`src/rtl/core_mem_arbiter_pkg.sv`:
```
// Shared types and helpers for the two-core data-memory arbiter.
package core_mem_arbiter_pkg;

    // Arbiter FSM encoding: IDLE waits for a request, BUSY owns the bus.
    typedef enum logic {
        ST_IDLE = 1'b0,
        ST_BUSY = 1'b1
    } arb_state_t;

    // Round-robin pick: a lone requester wins, contention goes to the core
    // that was not served last.
    function automatic logic pick_core(input logic req0, input logic req1, input logic last);
        logic winner;
        if (req0 && req1) begin
            winner = ~last;
        end else if (req1) begin
            winner = 1'b1;
        end else begin
            winner = 1'b0;
        end
        return winner;
    endfunction

endpackage

```
`src/rtl/core_mem_arbiter_watchdog.sv`:
```
// Watchdog for the arbiter: a saturating cycle counter that flags when a
// granted transaction has waited TIMEOUT cycles without completing.
module mem_arb_watchdog #(
    parameter int TIMEOUT = 255,
    parameter int TO_W    = 8
) (
    input  logic clk,
    input  logic rst,
    input  logic clear,
    input  logic run,
    output logic expired
);

    localparam logic [TO_W-1:0] TO_VAL  = TO_W'(TIMEOUT);
    localparam logic [TO_W-1:0] CNT_MAX = '1;

    logic [TO_W-1:0] r_cnt;

    // Count waiting cycles; clear on a new grant, hold at all-ones so it never wraps.
    always_ff @(posedge clk or posedge rst) begin
        if (rst) begin
            r_cnt <= '0;
        end else if (clear) begin
            r_cnt <= '0;
        end else if (run && (r_cnt != CNT_MAX)) begin
            r_cnt <= r_cnt + 1'b1;
        end
    end

    // A zero TIMEOUT disables expiry entirely.
    assign expired = (TIMEOUT != 0) && (r_cnt == TO_VAL);

endmodule

```
`src/rtl/core_mem_arbiter.sv`:
```
// Two-core data-memory arbiter: round-robin, one transaction at a time, grant
// held until downstream ack/exception, core abort or watchdog expiry.
module core_mem_arbiter
    import core_mem_arbiter_pkg::*;
#(
    parameter int RW      = 16,
    parameter int SEL_W   = 2,
    parameter int TIMEOUT = 255,
    parameter int TO_W    = 8
) (
    input  logic             i_clk,
    input  logic             i_rst,
    // core0 port
    input  logic             c0_mem_req,
    input  logic             c0_mem_we,
    input  logic             c0_mem_long,
    input  logic [RW-1:0]    c0_mem_addr,
    input  logic [RW-1:0]    c0_mem_data,
    input  logic [SEL_W-1:0] c0_mem_sel,
    input  logic [7:0]       c0_mem_addr_high,
    output logic             c0_mem_ack,
    output logic             c0_mem_exception,
    output logic [RW-1:0]    c0_mem_rdata,
    // core1 port
    input  logic             c1_mem_req,
    input  logic             c1_mem_we,
    input  logic             c1_mem_long,
    input  logic [RW-1:0]    c1_mem_addr,
    input  logic [RW-1:0]    c1_mem_data,
    input  logic [SEL_W-1:0] c1_mem_sel,
    input  logic [7:0]       c1_mem_addr_high,
    output logic             c1_mem_ack,
    output logic             c1_mem_exception,
    output logic [RW-1:0]    c1_mem_rdata,
    // downstream master port
    output logic             m_mem_req,
    output logic             m_mem_we,
    output logic             m_mem_long,
    output logic [RW-1:0]    m_mem_addr,
    output logic [RW-1:0]    m_mem_data,
    output logic [SEL_W-1:0] m_mem_sel,
    output logic [7:0]       m_mem_addr_high,
    input  logic             m_mem_ack,
    input  logic             m_mem_exception,
    input  logic [RW-1:0]    m_mem_rdata,
    // status
    output logic             o_grant,
    output logic             o_busy
);

    arb_state_t r_state;
    arb_state_t w_state_next;
    logic       r_grant;
    logic       w_grant_next;
    logic       r_last;
    logic       w_last_next;

    logic       w_busy;
    logic       w_sel_req;
    logic       w_wd_clear;
    logic       w_wd_run;
    logic       w_wd_expired;
    logic       w_to_fire;

    logic [1:0]    w_core_ack;
    logic [1:0]    w_core_exc;
    logic [RW-1:0] w_core_rdata [2];

    assign w_busy    = (r_state == ST_BUSY);
    assign w_sel_req = r_grant ? c1_mem_req : c0_mem_req;

    // Watchdog only fires when nothing of higher priority ends the transaction.
    assign w_to_fire = w_busy && w_wd_expired && !m_mem_ack && !m_mem_exception && w_sel_req;
    assign w_wd_run  = w_busy && !m_mem_ack;

    mem_arb_watchdog #(
        .TIMEOUT (TIMEOUT),
        .TO_W    (TO_W)
    ) u_watchdog (
        .clk     (i_clk),
        .rst     (i_rst),
        .clear   (w_wd_clear),
        .run     (w_wd_run),
        .expired (w_wd_expired)
    );

    // FSM state, owner and round-robin history registers.
    always_ff @(posedge i_clk or posedge i_rst) begin
        if (i_rst) begin
            r_state <= ST_IDLE;
            r_grant <= 1'b0;
            r_last  <= 1'b1;
        end else begin
            r_state <= w_state_next;
            r_grant <= w_grant_next;
            r_last  <= w_last_next;
        end
    end

    // Next-state: arbitrate in IDLE, leave BUSY on any completion/abort/expiry.
    always_comb begin
        w_state_next = r_state;
        w_grant_next = r_grant;
        w_last_next  = r_last;
        w_wd_clear   = 1'b0;
        case (r_state)
            ST_IDLE: begin
                if (c0_mem_req || c1_mem_req) begin
                    w_grant_next = pick_core(c0_mem_req, c1_mem_req, r_last);
                    w_state_next = ST_BUSY;
                    w_wd_clear   = 1'b1;
                end
            end
            ST_BUSY: begin
                if (m_mem_ack || m_mem_exception || !w_sel_req || w_to_fire) begin
                    w_state_next = ST_IDLE;
                    w_last_next  = r_grant;
                end
            end
            default: begin
                w_state_next = ST_IDLE;
            end
        endcase
    end

    // Downstream request fields follow the owner's live inputs while BUSY.
    always_comb begin
        m_mem_req       = 1'b0;
        m_mem_we        = 1'b0;
        m_mem_long      = 1'b0;
        m_mem_addr      = '0;
        m_mem_data      = '0;
        m_mem_sel       = '0;
        m_mem_addr_high = '0;
        if (w_busy) begin
            m_mem_req       = w_sel_req && !w_to_fire;
            m_mem_we        = r_grant ? c1_mem_we        : c0_mem_we;
            m_mem_long      = r_grant ? c1_mem_long      : c0_mem_long;
            m_mem_addr      = r_grant ? c1_mem_addr      : c0_mem_addr;
            m_mem_data      = r_grant ? c1_mem_data      : c0_mem_data;
            m_mem_sel       = r_grant ? c1_mem_sel       : c0_mem_sel;
            m_mem_addr_high = r_grant ? c1_mem_addr_high : c0_mem_addr_high;
        end
    end

    // Per-core responses: only the owner sees ack/exception/rdata; a late ack in IDLE goes nowhere.
    generate
        for (genvar gi = 0; gi < 2; gi++) begin : g_core_rsp
            logic w_owner;
            assign w_owner          = w_busy && (r_grant == 1'(gi));
            assign w_core_ack[gi]   = w_owner && m_mem_ack;
            assign w_core_exc[gi]   = w_owner && ((m_mem_exception && !m_mem_ack) || w_to_fire);
            assign w_core_rdata[gi] = w_owner ? m_mem_rdata : '0;
        end
    endgenerate

    assign c0_mem_ack       = w_core_ack[0];
    assign c0_mem_exception = w_core_exc[0];
    assign c0_mem_rdata     = w_core_rdata[0];
    assign c1_mem_ack       = w_core_ack[1];
    assign c1_mem_exception = w_core_exc[1];
    assign c1_mem_rdata     = w_core_rdata[1];

    assign o_grant = r_grant;
    assign o_busy  = w_busy;

endmodule

```
`config.mk`:
```
export PLATFORM = sky130hd
export DESIGN_NAME = core_mem_arbiter
export DESIGN_NICKNAME = d
export VERILOG_FILES = /design/src/rtl/core_mem_arbiter_pkg.sv /design/src/rtl/core_mem_arbiter_watchdog.sv /design/src/rtl/core_mem_arbiter.sv
export SDC_FILE = /design/constraint.sdc
export NUM_CORES = 1
export LEC_CHECK = 0
export ABC_AREA = 0
export CORE_AREA = 3 3 75 77
export DETAILED_ROUTE_END_ITERATION = 7
export DIE_AREA = 0 0 78 80
export DONT_BUFFER_PORTS = 1
export HOLD_SLACK_MARGIN = 0.03
export SLEW_MARGIN = 25
export SYNTH_ARGS = -nofsm -noshare
export SYNTH_HDL_FRONTEND = slang
export SYNTH_SLANG_ARGS = --single-unit
```
`constraint.sdc`:
```
create_clock -name i_clk -period 1.8 [get_ports i_clk]
set_input_delay 0.18 -clock i_clk [delete_from_list [all_inputs] [get_ports i_clk]]
set_output_delay 0.18 -clock i_clk [all_outputs]
set_load 0.02 [all_outputs]
```
# After elaboration in Yosys (flattened, before gate mapping)
# Index checks and enable logic that the tools add are counted.
[word_totals]
input_bits = 110
elab_cells = 61
reg_bits = 11
output_inout_bits = 83
[classes]
bitwise = 3
reduce_logical = 27
n_eq_ne = 2
n_addsub = 1
mux = 24
[ops]
columns = ["cell", "n"]
rows = [
  ["two-way mux 16 bit", 6],
  ["two-way mux 8 bit", 4],
  ["logical AND 1 bit", 15],
  ["two-way mux 1 bit", 11],
  ["adder 8 x 1 -> 8 bit (second input constant)", 1],
  ["equality test 8 bit (second input constant)", 1],
  ["!= test 8 bit (second input constant)", 1],
  ["logical OR 1 bit", 5],
  ["logical NOT 1 bit", 4],
  ["two-way mux 2 bit", 2],
  ["AND reduction 2 bit", 2],
  ["inverter 1 bit", 3],
  ["case mux 1 bit (2 select lines)", 1],
  ["nonzero test 2 bit", 1],
]

# Depth between registers and ports, before layout
# Gate-level depths: netlist of run 1.
[logic_depth]
depth_word = 8
ltp_mapped = 4
depth_no_buf = 4

# Cells and area by module
# A second synthesis of run 1 with hierarchy kept.
[hier_totals]
cells_unflattened = 213
hier_area_um2 = 1682.9
[modules_own_cells]
columns = ["mod", "n_inst", "cells_each", "area_per_inst_um2"]
rows = [
  ["core_mem_arbiter", 1, 165, 1191.1],
  ["mem_arb_watchdog", 1, 48, 491.7],
]

# Worst setup path after synthesis of run 1
# No wires, ideal clock.
[synth_path]
kind = "register to output"
from = "reg r_state (netlist: o_busy)"
to = "out c0_mem_exception"
t_arrival_ns = 1.619
stages_incl_launch_ff = 4
setup_slack_ns = 0.001
path_cell_list = "dfrtp_1 > inv_2 > clkbuf_1 > nor4_1"
[synth_via]
elab_chain_len = 6
[synth_lines]
columns = ["element", "line_no", "source"]
rows = [
  ["start, declared", "core_mem_arbiter.sv:51", "arb_state_t r_state;"],
  ["start signal, assigned", "core_mem_arbiter.sv:94", "r_state <= w_state_next;"],
  ["logical AND 1 bit (4 in a row)", "core_mem_arbiter.sv:73", "assign w_to_fire = w_busy && w_wd_expired && !m_mem_ack && !m_mem_exception && w_sel_req;"],
  ["logical OR 1 bit", "core_mem_arbiter.sv:152", "assign w_core_exc[gi] = w_owner && ((m_mem_exception && !m_mem_ack) || w_to_fire);"],
  ["logical AND 1 bit *", "core_mem_arbiter.sv:152", ""],
  ["end, declared", "core_mem_arbiter.sv:22", "output logic c0_mem_exception,"],
]
# Every way passes the cells marked *; elsewhere a longest branch is shown, timed or not.

# Worst setup path after layout of run 1
[layout_path]
from = "reg u_watchdog.r_cnt[1]"
to = "out c1_mem_exception"
[layout_via]
elab_chain_len = 7
[layout_lines]
columns = ["element", "line_no", "source"]
rows = [
  ["start, declared", "core_mem_arbiter_watchdog.sv:17", "logic [TO_W-1:0] r_cnt;"],
  ["start signal, assigned", "core_mem_arbiter_watchdog.sv:26", "r_cnt <= r_cnt + 1'b1;"],
  ["equality test 8 bit", "core_mem_arbiter_watchdog.sv:31", "assign expired = (TIMEOUT != 0) && (r_cnt == TO_VAL);"],
  ["logical AND 1 bit (4 in a row)", "core_mem_arbiter.sv:73", ""],
  ["logical OR 1 bit", "core_mem_arbiter.sv:152", ""],
  ["logical AND 1 bit", "core_mem_arbiter.sv:152", ""],
  ["end, declared", "core_mem_arbiter.sv:33", "output logic c1_mem_exception,"],
]
# Every way passes these cells.

==> results of run 1 <==
worst max-delay path, cell delays in order (launching register included):
cell and delay (ns):
dfrtp_1 0.40, ha_4 0.17, and3_4 0.23, a41oi_4 0.14, nor3_1 0.26, buf_4 0.20
worst max path at each step:
| stage | from | to | slack [ns] | cells past startpoint |
|---|---|---|---|---|
| finish | u_watchdog.r_cnt[1]$_DFFE_PP0P_ | c1_mem_exception | -0.03 | 5 |
| global route | u_watchdog.r_cnt[0]$_DFFE_PP0P_ | c1_mem_exception | -0.03 | 5 |
| CTS | u_watchdog.r_cnt[0]$_DFFE_PP0P_ | c0_mem_exception | 0.004 | 5 |
| detailed placement | u_watchdog.r_cnt[1]$_DFFE_PP0P_ | c0_mem_exception | 0.03 | 5 |
| global placement | u_watchdog.r_cnt[1]$_DFFE_PP0P_ | c1_mem_exception | 0.09 | 5 |
| floorplan | o_busy$_DFF_PP0_ | c0_mem_exception | 0.0008 | 3 |
cell usage in the layout (no fill, tap or decap), types with 2 or more instances in the layout:
cell type / n
nand3_1: 3
mux2i_1: 49
nor2_4: 2
nor3_1: 4
nand2_1: 10
nand4_1: 2
dfrtp_1: 9
nor2_1: 49
and2_1: 16
o31ai_1: 2
o211ai_1: 2
inv_1: 5
and3_1: 16
clkbuf_8: 3
buf_4: 58
a211oi_1: 2
flip-flops by register name, indices dropped and copies added (netlist names):
register          cells
o_grant               1
u_watchdog.r_cnt      8
o_busy                1
r_last                1
stage by stage:
step | instances | power [mW] | hold slack, ns | cell area [um^2] | setup WS, ns
2_1_floorplan | 210 | 1.72 | 0.0317 | 1590 | 0.000772
3_3_place_gp | 322 | 2.27 | 0.0883 | 2050 | 0.0937
3_5_place_dp | 322 | 2.30 | 0.0878 | 2050 | 0.0312
4_1_cts | 328 | 2.61 | 0.0393 | 2170 | 0.00387
5_1_grt | 329 | 2.79 | 0.0515 | 2180 | -0.0343
6_report | 329 | 2.64 | 0.0402 | 2180 | -0.0262
timing repair:
action                                 4_1_cts  5_1_grt
hold buffers                                 1        0
pin swaps                                    2        2
endpoints found under the hold margin       10        0
buffers inserted                             1        0
cloned                                       0        1
setup endpoints to repair                   19        5
gates resized for setup                     10        2
kinds of logic (layout without fill, tap and decap cells):
logic type,Yosys count,in the layout,share of synthesized area
AO/OA/AOI/OAI,19,19,0.101
AND/OR/NAND/NOR,107,108,0.338
multiplexers,50,50,0.315
flip-flops,11,11,0.174
buffers and inverters,22,70,0.0637
adder cells (fa/ha/maj),1,1,0.00787
routing by layer:
metal  up-vias  global-route usage
met2        83               0.304
met5         -                   0
met3         6              0.0587
met1       889               0.230
li1        842                   -
met4         2              0.0175
power by group through the flow:
stage | sequential (mW) | combinational (mW) | clock (mW)
after floorplan | 0.373 | 1.35 | 0
after global placement | 0.358 | 1.92 | 0
after detailed placement | 0.361 | 1.94 | 0
after CTS | 0.360 | 2.00 | 0.254
after global routing | 0.369 | 2.15 | 0.272
final | 0.364 | 2.02 | 0.249
final cells by class:
cell class / count / area (um^2)
clock buffers: 4 / 45.0
fillers: 521 / 2890
inverters: 6 / 22.5
multi-input cells: 178 / 1280
flip-flops and latches: 11 / 280
well taps: 70 / 87.6
repair buffers: 60 / 465
==> results.toml, run 1 <==
[global_routing]
grt_pass1_wl_um = 9050
grt_pass1_vias = 1674
grt_antenna_before_repair = 1
grt-ovfl-total = 0
grt_usage = 0.180
grt_max_degree = 41

[status]
violations = "negative setup slack"
outcome = "finished with violations"

[flow_run]
drv_cap = 0

[sta]
setup_slack_ns = -0.0262
max_freq_mhz = 548
worst_pin_slew_ns = 0.572
finalHoldViolCount = 0
rsz0062_at_grt = "true"
setup_tns_ns = -0.0262
fin_crit_ns = 1.83
max_slew_margin = 0.618
fin_worst_skew_ns = 0.00310
finalMaxSlewViolations = 0
setup_viol = 1
timing.final.crit_share = 1.01

[setup_path]
crit_path_max_fanout = 5
cp_data_required_time_ns = 1.62
r2r-end = "u_watchdog.r_cnt[4]$_DFFE_PP0P_"
rr_startpoint = "o_busy$_DFF_PP0_"
r2r_slack_ns = 0.32
rr_worst_depth = 4
end_kind = "primary output"
cp.arrival_ns = 1.65
critPathLaunchType = "flop"
critPathKind = "flop to primary output"

[synthesis]
synth_top_cell_area_share = 0.308
ys_ff_latch = 11
synth-seq-area-share = 0.174
ys_top_cells_by_count = "49 x mux2i_1, 49 x nor2_1, 16 x and2_1, 16 x and3_1"
synth.area.top_cells = "mux2i_1 31%, dfrtp_1 16%, nor2_1 12%, and2_1 6.3%, and3_1 6.3%"
synthCells = 210
syn_area_per_cell_um2 = 7.57
synthFlopType = "dfrtp_1"
synth_area_mm2 = 0.00159
yosysWarnings = 0
synth_edf_count = 0
yosysTopAreaCell = "mux2i_1"
syn_nets = 321
synthDistinctLibCells = 41
synth_async_sr_flop_share = 1.00

[place]
routabilityCongestion = 0.863
dp_hpwl_um = 5170
numPortBuffers = 0

[detailed_routing]
post-route-drc-count = 0
dr.pass1.iters = 4
met1_length_um = 2660
drt.antenna.violating_nets = 0
met2_length_um = 3250
drtIter0Drc = 51
top_layer_used = "met5"
wire_per_inst_um = 19.8
drt_wl_total_um = 6510
dr_total_vias = 1822
via_per_inst = 5.54
wl_met3_um = 569

[worst_hold_path]
hold_path_class = "input port to flop"
hp-start = "m_mem_exception"
min_to = "o_busy$_DFF_PP0_"
hold_depth = 1

[finish]
area_growth_syn_to_layout_pct = 37.3
layout-drive-gt1-share = 0.297
fin_util = 0.430
fin_nets = 371
antenna_cells = 0

[pwr]
powerDensity_mw_per_mm2 = 1210
seqPwrFrac = 0.138
power.leakage_nw = 1.15
p_switching_mw = 1.37
vdd_drop_max_mv = 0.578
p_sw_frac = 0.519
p_int_mw = 1.27
p_comb_frac = 0.767
clkPwrFrac = 0.095

[clocking]
cts_buffers = 3
clk_pin_slew_worst_paths_ns = 0.05
clk_path_buf_depth = 2
cts_tree = "yes"
cts.sinks = 11
root_buffer = "clkbuf_8"
h-tree-depth = 1
clock_latency_ns = 0.24

[floorplan]
initial_core_util = 0.313
io_pins = 193
rows = 26
die_w_um = 78
die_area_mm2 = 0.00624
die_h_um = 80
core-area_mm2 = 0.00507
Note: power is estimated with default switching activity, not from simulation.
==> run 2, diff against run 1 <==
--- a/config.mk
+++ b/config.mk
@@ -11,6 +11,8 @@
 export DIE_AREA = 0 0 78 80
 export DONT_BUFFER_PORTS = 1
 export HOLD_SLACK_MARGIN = 0.03
+export PLACE_DENSITY = 0.55
+export SKIP_LAST_GASP = 1
 export SLEW_MARGIN = 25
 export SYNTH_ARGS = -nofsm -noshare
 export SYNTH_HDL_FRONTEND = slang
==> run 2 against run 1 <==
Against the previous run: worst setup slack improved by 0.068 ns; cell count up 1.2%; the run now ends clean; non-clock buffer count grew 5; fmax is 3.9% higher; critical path type unchanged; first-iteration DRC count is 12% lower; flip-flop and latch count did not move.
==> results.toml, run 2 (synthesis gave the netlist of run 1 again) <==
[setup_path]
critPathKind = "flop to primary output"
rr_startpoint = "u_watchdog.r_cnt[1]$_DFFE_PP0P_"
critPathLaunch = "u_watchdog.r_cnt[1]$_DFFE_PP0P_"
cp_data_required_time_ns = 1.62
crit_path_max_fanout = 5
rr_worst_depth = 5
critPathLaunchType = "flop"
cp.arrival_ns = 1.58
end_kind = "primary output"

[sta]
setup_viol = 0
worst_pin_slew_ns = 0.650
rsz0062_at_grt = "true"
timing.final.crit_share = 0.977
fin_worst_skew_ns = 0.00162
finalHoldViolCount = 0
fin_crit_ns = 1.76
max_freq_mhz = 569
holdWs_ns = 0.107
finalMaxSlewViolations = 0
max_slew_margin = 0.566
setup_tns_ns = 0

[floorplan]
initial_core_util = 0.313
die_w_um = 78
die_h_um = 80
die_area_mm2 = 0.00624
rows = 26
io_pins = 193
core-area_mm2 = 0.00507

[detailed_routing]
top_layer_used = "met4"
via_per_inst = 5.46
post-route-drc-count = 0
wl_met3_um = 589
dr.pass1.iters = 4
drt_wl_total_um = 6500
drt.antenna.violating_nets = 0
dr_total_vias = 1819
drtIter0Drc = 45
wire_per_inst_um = 19.5
met1_length_um = 2680
met2_length_um = 3180

[worst_hold_path]
hold_path_class = "input port to flop"
hold_depth = 1
hp-start = "c1_mem_req"

[clocking]
cts.sinks = 11
root_buffer = "clkbuf_8"
cts_buffers = 3
h-tree-depth = 1
clk_path_buf_depth = 2
cts_tree = "yes"
clock_latency_ns = 0.24
clk_pin_slew_worst_paths_ns = 0.06

[finish]
fin_nets = 375
final_cell_mix = "61 x buf_4, 49 x mux2i_1, 49 x nor2_1"
antenna_cells = 0
final_common_cell = "buf_4"
largest_register_ffs = 8
area_growth_syn_to_layout_pct = 38.1
layout-drive-gt1-share = 0.300
fin_cells = 333
largest-register = "u_watchdog.r_cnt"
final_area_mm2 = 0.00220

[global_routing]
grt_usage = 0.180
grt_pass1_wl_um = 8890
grt-ovfl-total = 0
grt_max_degree = 48
grt_pass1_vias = 1598
grt_antenna_before_repair = 0

[pwr]
power_mw = 2.62
power.leakage_nw = 1.17
powerDensity_mw_per_mm2 = 1190
vdd_drop_max_mv = 0.454

[status]
outcome = "complete, no violations"

[flow_run]
drv_cap = 0

[place]
dp_hpwl_um = 5320
routabilityCongestion = 0.899
dp.cells = 325
numPortBuffers = 0
place_area_mm2 = 0.00209
==> run 2: critical path: stages (launching register included) <==
cell	delay, ns
dfrtp_1	0.39
ha_4	0.17
and3_4	0.23
a41oi_2	0.16
nor4_1	0.20
buf_4	0.19
==> run 2: area by class of cell <==
class / instances / area (um^2)
clock buffers: 4 / 45.0
inverters: 6 / 22.5
well taps: 70 / 87.6
flip-flops and latches: 11 / 282
repair buffers: 65 / 518
multi-input cells: 177 / 1240
fillers: 534 / 2880
==> run 2: repair_timing <==
item | CTS | global route
buffers inserted | 1 | 1
resized for setup | 3 | 3
hold buffers | 2 | 0
endpoints found under the hold margin | 11 | 0
pin swaps | 0 | 0
endpoints found under the setup margin | 3 | 7
==> run 2: final timing paths <==
path / endpoint / slack [ns]
setup / recovery: c0_mem_exception / 0.04
hold / removal: o_grant$_DFFE_PP0P_ / 0.11
setup reg to reg: u_watchdog.r_cnt[1]$_DFFE_PP0P_ / 0.31
hold reg to reg: r_last$_DFFE_PP1P_ / 0.53
max in group asynchronous: o_grant$_DFFE_PP0P_ / 1.07
min in group asynchronous: u_watchdog.r_cnt[7]$_DFFE_PP0P_ / 0.38
==> run 2: metal layers <==
metal,up-vias,global-route usage
met4,0,0.0350
met3,4,0.0609
met2,87,0.288
li1,857,-
met1,871,0.237
met5,-,0
==> run 2: through the flow <==
step | utilization | setup WS [ns]
after CTS | 0.428 | 0.0264
after global placement | 0.411 | 0.149
after global routing | 0.433 | -0.00557
final | 0.433 | 0.0422
after detailed placement | 0.411 | 0.135
after floorplan | - | 0.000772
==> run 2: report_power, final <==
group	internal, mW	leakage [nW]	total [mW]	switching (mW)
logic	0.816	1.00	1.99	1.17
registers	0.308	0.142	0.370	0.0620
clock network	0.157	0.0228	0.263	0.107
==> run 3, diff against run 2 <==
--- a/config.mk
+++ b/config.mk
@@ -6,12 +6,15 @@
 export NUM_CORES = 1
 export LEC_CHECK = 0
 export ABC_AREA = 0
-export CORE_AREA = 3 3 75 77
+export CELL_PAD_IN_SITES_DETAIL_PLACEMENT = 1
+export CELL_PAD_IN_SITES_GLOBAL_PLACEMENT = 1
+export CORE_AREA = 3 3 74 76
+export CTS_CLUSTER_DIAMETER = 60
 export DETAILED_ROUTE_END_ITERATION = 7
-export DIE_AREA = 0 0 78 80
+export DIE_AREA = 0 0 77 79
 export DONT_BUFFER_PORTS = 1
 export HOLD_SLACK_MARGIN = 0.03
-export PLACE_DENSITY = 0.55
+export PLACE_DENSITY = 0.77
 export SKIP_LAST_GASP = 1
 export SLEW_MARGIN = 25
 export SYNTH_ARGS = -nofsm -noshare
==> run 3 against run 2 <==
Against the previous run: final area rose by 0.23%; fmax fell by 1.3%; combinational power rose by 7%; non-clock buffer count fell by 2; worst hold slack got worse by 0.055 ns; worst setup slack got worse by 0.023 ns; global-route usage rose by 1.5 points; cell count fell by 1.5%; critical path type unchanged; critical endpoint unchanged.
==> results.toml, run 3 (synthesis gave the netlist of run 1 again) <==
[status]
outcome = "complete, no violations"

[floorplan]
core-area_mm2 = 0.00479
die_area_mm2 = 0.00608
rows = 25
die_h_um = 79
die_w_um = 77
initial_core_util = 0.332
io_pins = 193

[worst_hold_path]
hold_depth = 1
hold_path_class = "input port to flop"

[setup_path]
crit_path_max_fanout = 5
rr_worst_depth = 5
r2r_slack_ns = 0.26
cp_data_required_time_ns = 1.62
end_kind = "primary output"
cp.arrival_ns = 1.60
critPathKind = "flop to primary output"
critPathLaunchType = "flop"

[sta]
setup_viol = 0
finalMaxSlewViolations = 0
fin_crit_ns = 1.78
max_slew_margin = 0.593
finalHoldViolCount = 0
fin_worst_skew_ns = 0.00791
max_freq_mhz = 562
timing.final.crit_share = 0.989
worst_pin_slew_ns = 0.609
rsz0062_at_grt = "true"
setup_slack_ns = 0.0195

[detailed_routing]
drt_wl_total_um = 6960
post-route-drc-count = 0
drtIter0Drc = 54
dr_total_vias = 1820
wire_per_inst_um = 21.2
via_per_inst = 5.55
dr.pass1.iters = 4
drt.antenna.violating_nets = 0

[pwr]
power.leakage_nw = 1.17
vdd_drop_max_mv = 0.584
powerDensity_mw_per_mm2 = 1240

[finish]
antenna_cells = 0
final_cell_mix = "59 x buf_4, 49 x mux2i_1, 49 x nor2_1"
largest-register = "u_watchdog.r_cnt"
fin_cells = 328
fin_nets = 373
area_growth_syn_to_layout_pct = 38.4
largest_register_ffs = 8
final_common_cell = "buf_4"
register_area_um2 = 283
multi_input_area_mm2 = 0.00124
fillers = 594
layout-drive-gt1-share = 0.303

[place]
dp_hpwl_um = 5450
numPortBuffers = 0
dp.cells = 317
routabilityCongestion = 0.818
dpl_worst_slack_ns = 0.128

[clocking]
cts_buffers = 3
cts_tree = "yes"
cts.sinks = 11
clock_latency_ns = 0.24
clk_path_buf_depth = 2
clk_pin_slew_worst_paths_ns = 0.05
root_buffer = "clkbuf_8"
h-tree-depth = 1

[global_routing]
grt_max_degree = 40
grt-ovfl-total = 0
grt_usage = 0.195
grt_pass1_wl_um = 9740
grt_pass1_vias = 1804
grt_antenna_before_repair = 0

[flow_run]
drv_cap = 0
==> run 3: timing repair <==
action	in CTS	in global routing
hold buffers	1	0
gates resized for setup	5	3
setup buffers	5	0
setup endpoints to repair	3	19
endpoints found under the hold margin	10	0
pin swaps	2	1
cloned	0	1
==> run 3: cell type report <==
type / instances / share of cell area
multi-input cells: 177 / 0.563
repair buffers: 63 / 0.239
flip-flops and latches: 11 / 0.128
well taps: 67 / 0.0381
clock buffers: 3 / 0.0188
inverters: 6 / 0.0102
clock inverters: 1 / 0.00227
==> run 3: worst paths after layout <==
kind                                            startpoint                               to
setup reg to reg           u_watchdog.r_cnt[1]$_DFFE_PP0P_  u_watchdog.r_cnt[0]$_DFFE_PP0P_
hold reg to reg                         r_last$_DFFE_PP1P_               r_last$_DFFE_PP1P_
setup / recovery           u_watchdog.r_cnt[1]$_DFFE_PP0P_                 c0_mem_exception
min in group asynchronous                            i_rst  u_watchdog.r_cnt[4]$_DFFE_PP0P_
hold / removal                             m_mem_exception                 o_busy$_DFF_PP0_
max in group asynchronous                            i_rst              o_grant$_DFFE_PP0P_
==> run 3: power breakdown <==
| group | switching, mW | internal (mW) | total [mW] | leakage (nW) |
|---|---|---|---|---|
| combinational | 1.25 | 0.875 | 2.13 | 1.00 |
| sequential | 0.0493 | 0.308 | 0.357 | 0.140 |
| clock | 0.0935 | 0.152 | 0.246 | 0.0255 |
| total | 1.39 | 1.33 | 2.73 | 1.17 |
==> run 3: layer usage <==
metal  global-route usage  wire, um  up-vias
met5                    0         0        -
met4               0.0338        51        0
met3               0.0329       517        6
met2                0.390      3870      102
met1                0.218      2530      868
li1                     -         -      844
==> run 3: metrics by stage <==
stage	area [um^2]	power (mW)	utilization	setup TNS (ns)	hold WS, ns
after floorplan	1590	1.72	-	0	0.0317
after global placement	2030	2.23	0.425	0	0.0938
after detailed placement	2030	2.29	0.425	0	0.102
after CTS	2160	2.66	0.451	0	0.0567
after global routing	2200	2.88	0.460	-0.0206	0.0588
final	2200	2.73	0.460	0	0.0517
==> run 3: worst max-delay path, stage by stage, from the launching register on <==
cell	delay (ns)
dfrtp_1	0.39
ha_4	0.16
and3_4	0.22
a41oi_1	0.17
nor4_2	0.22
buf_4	0.20
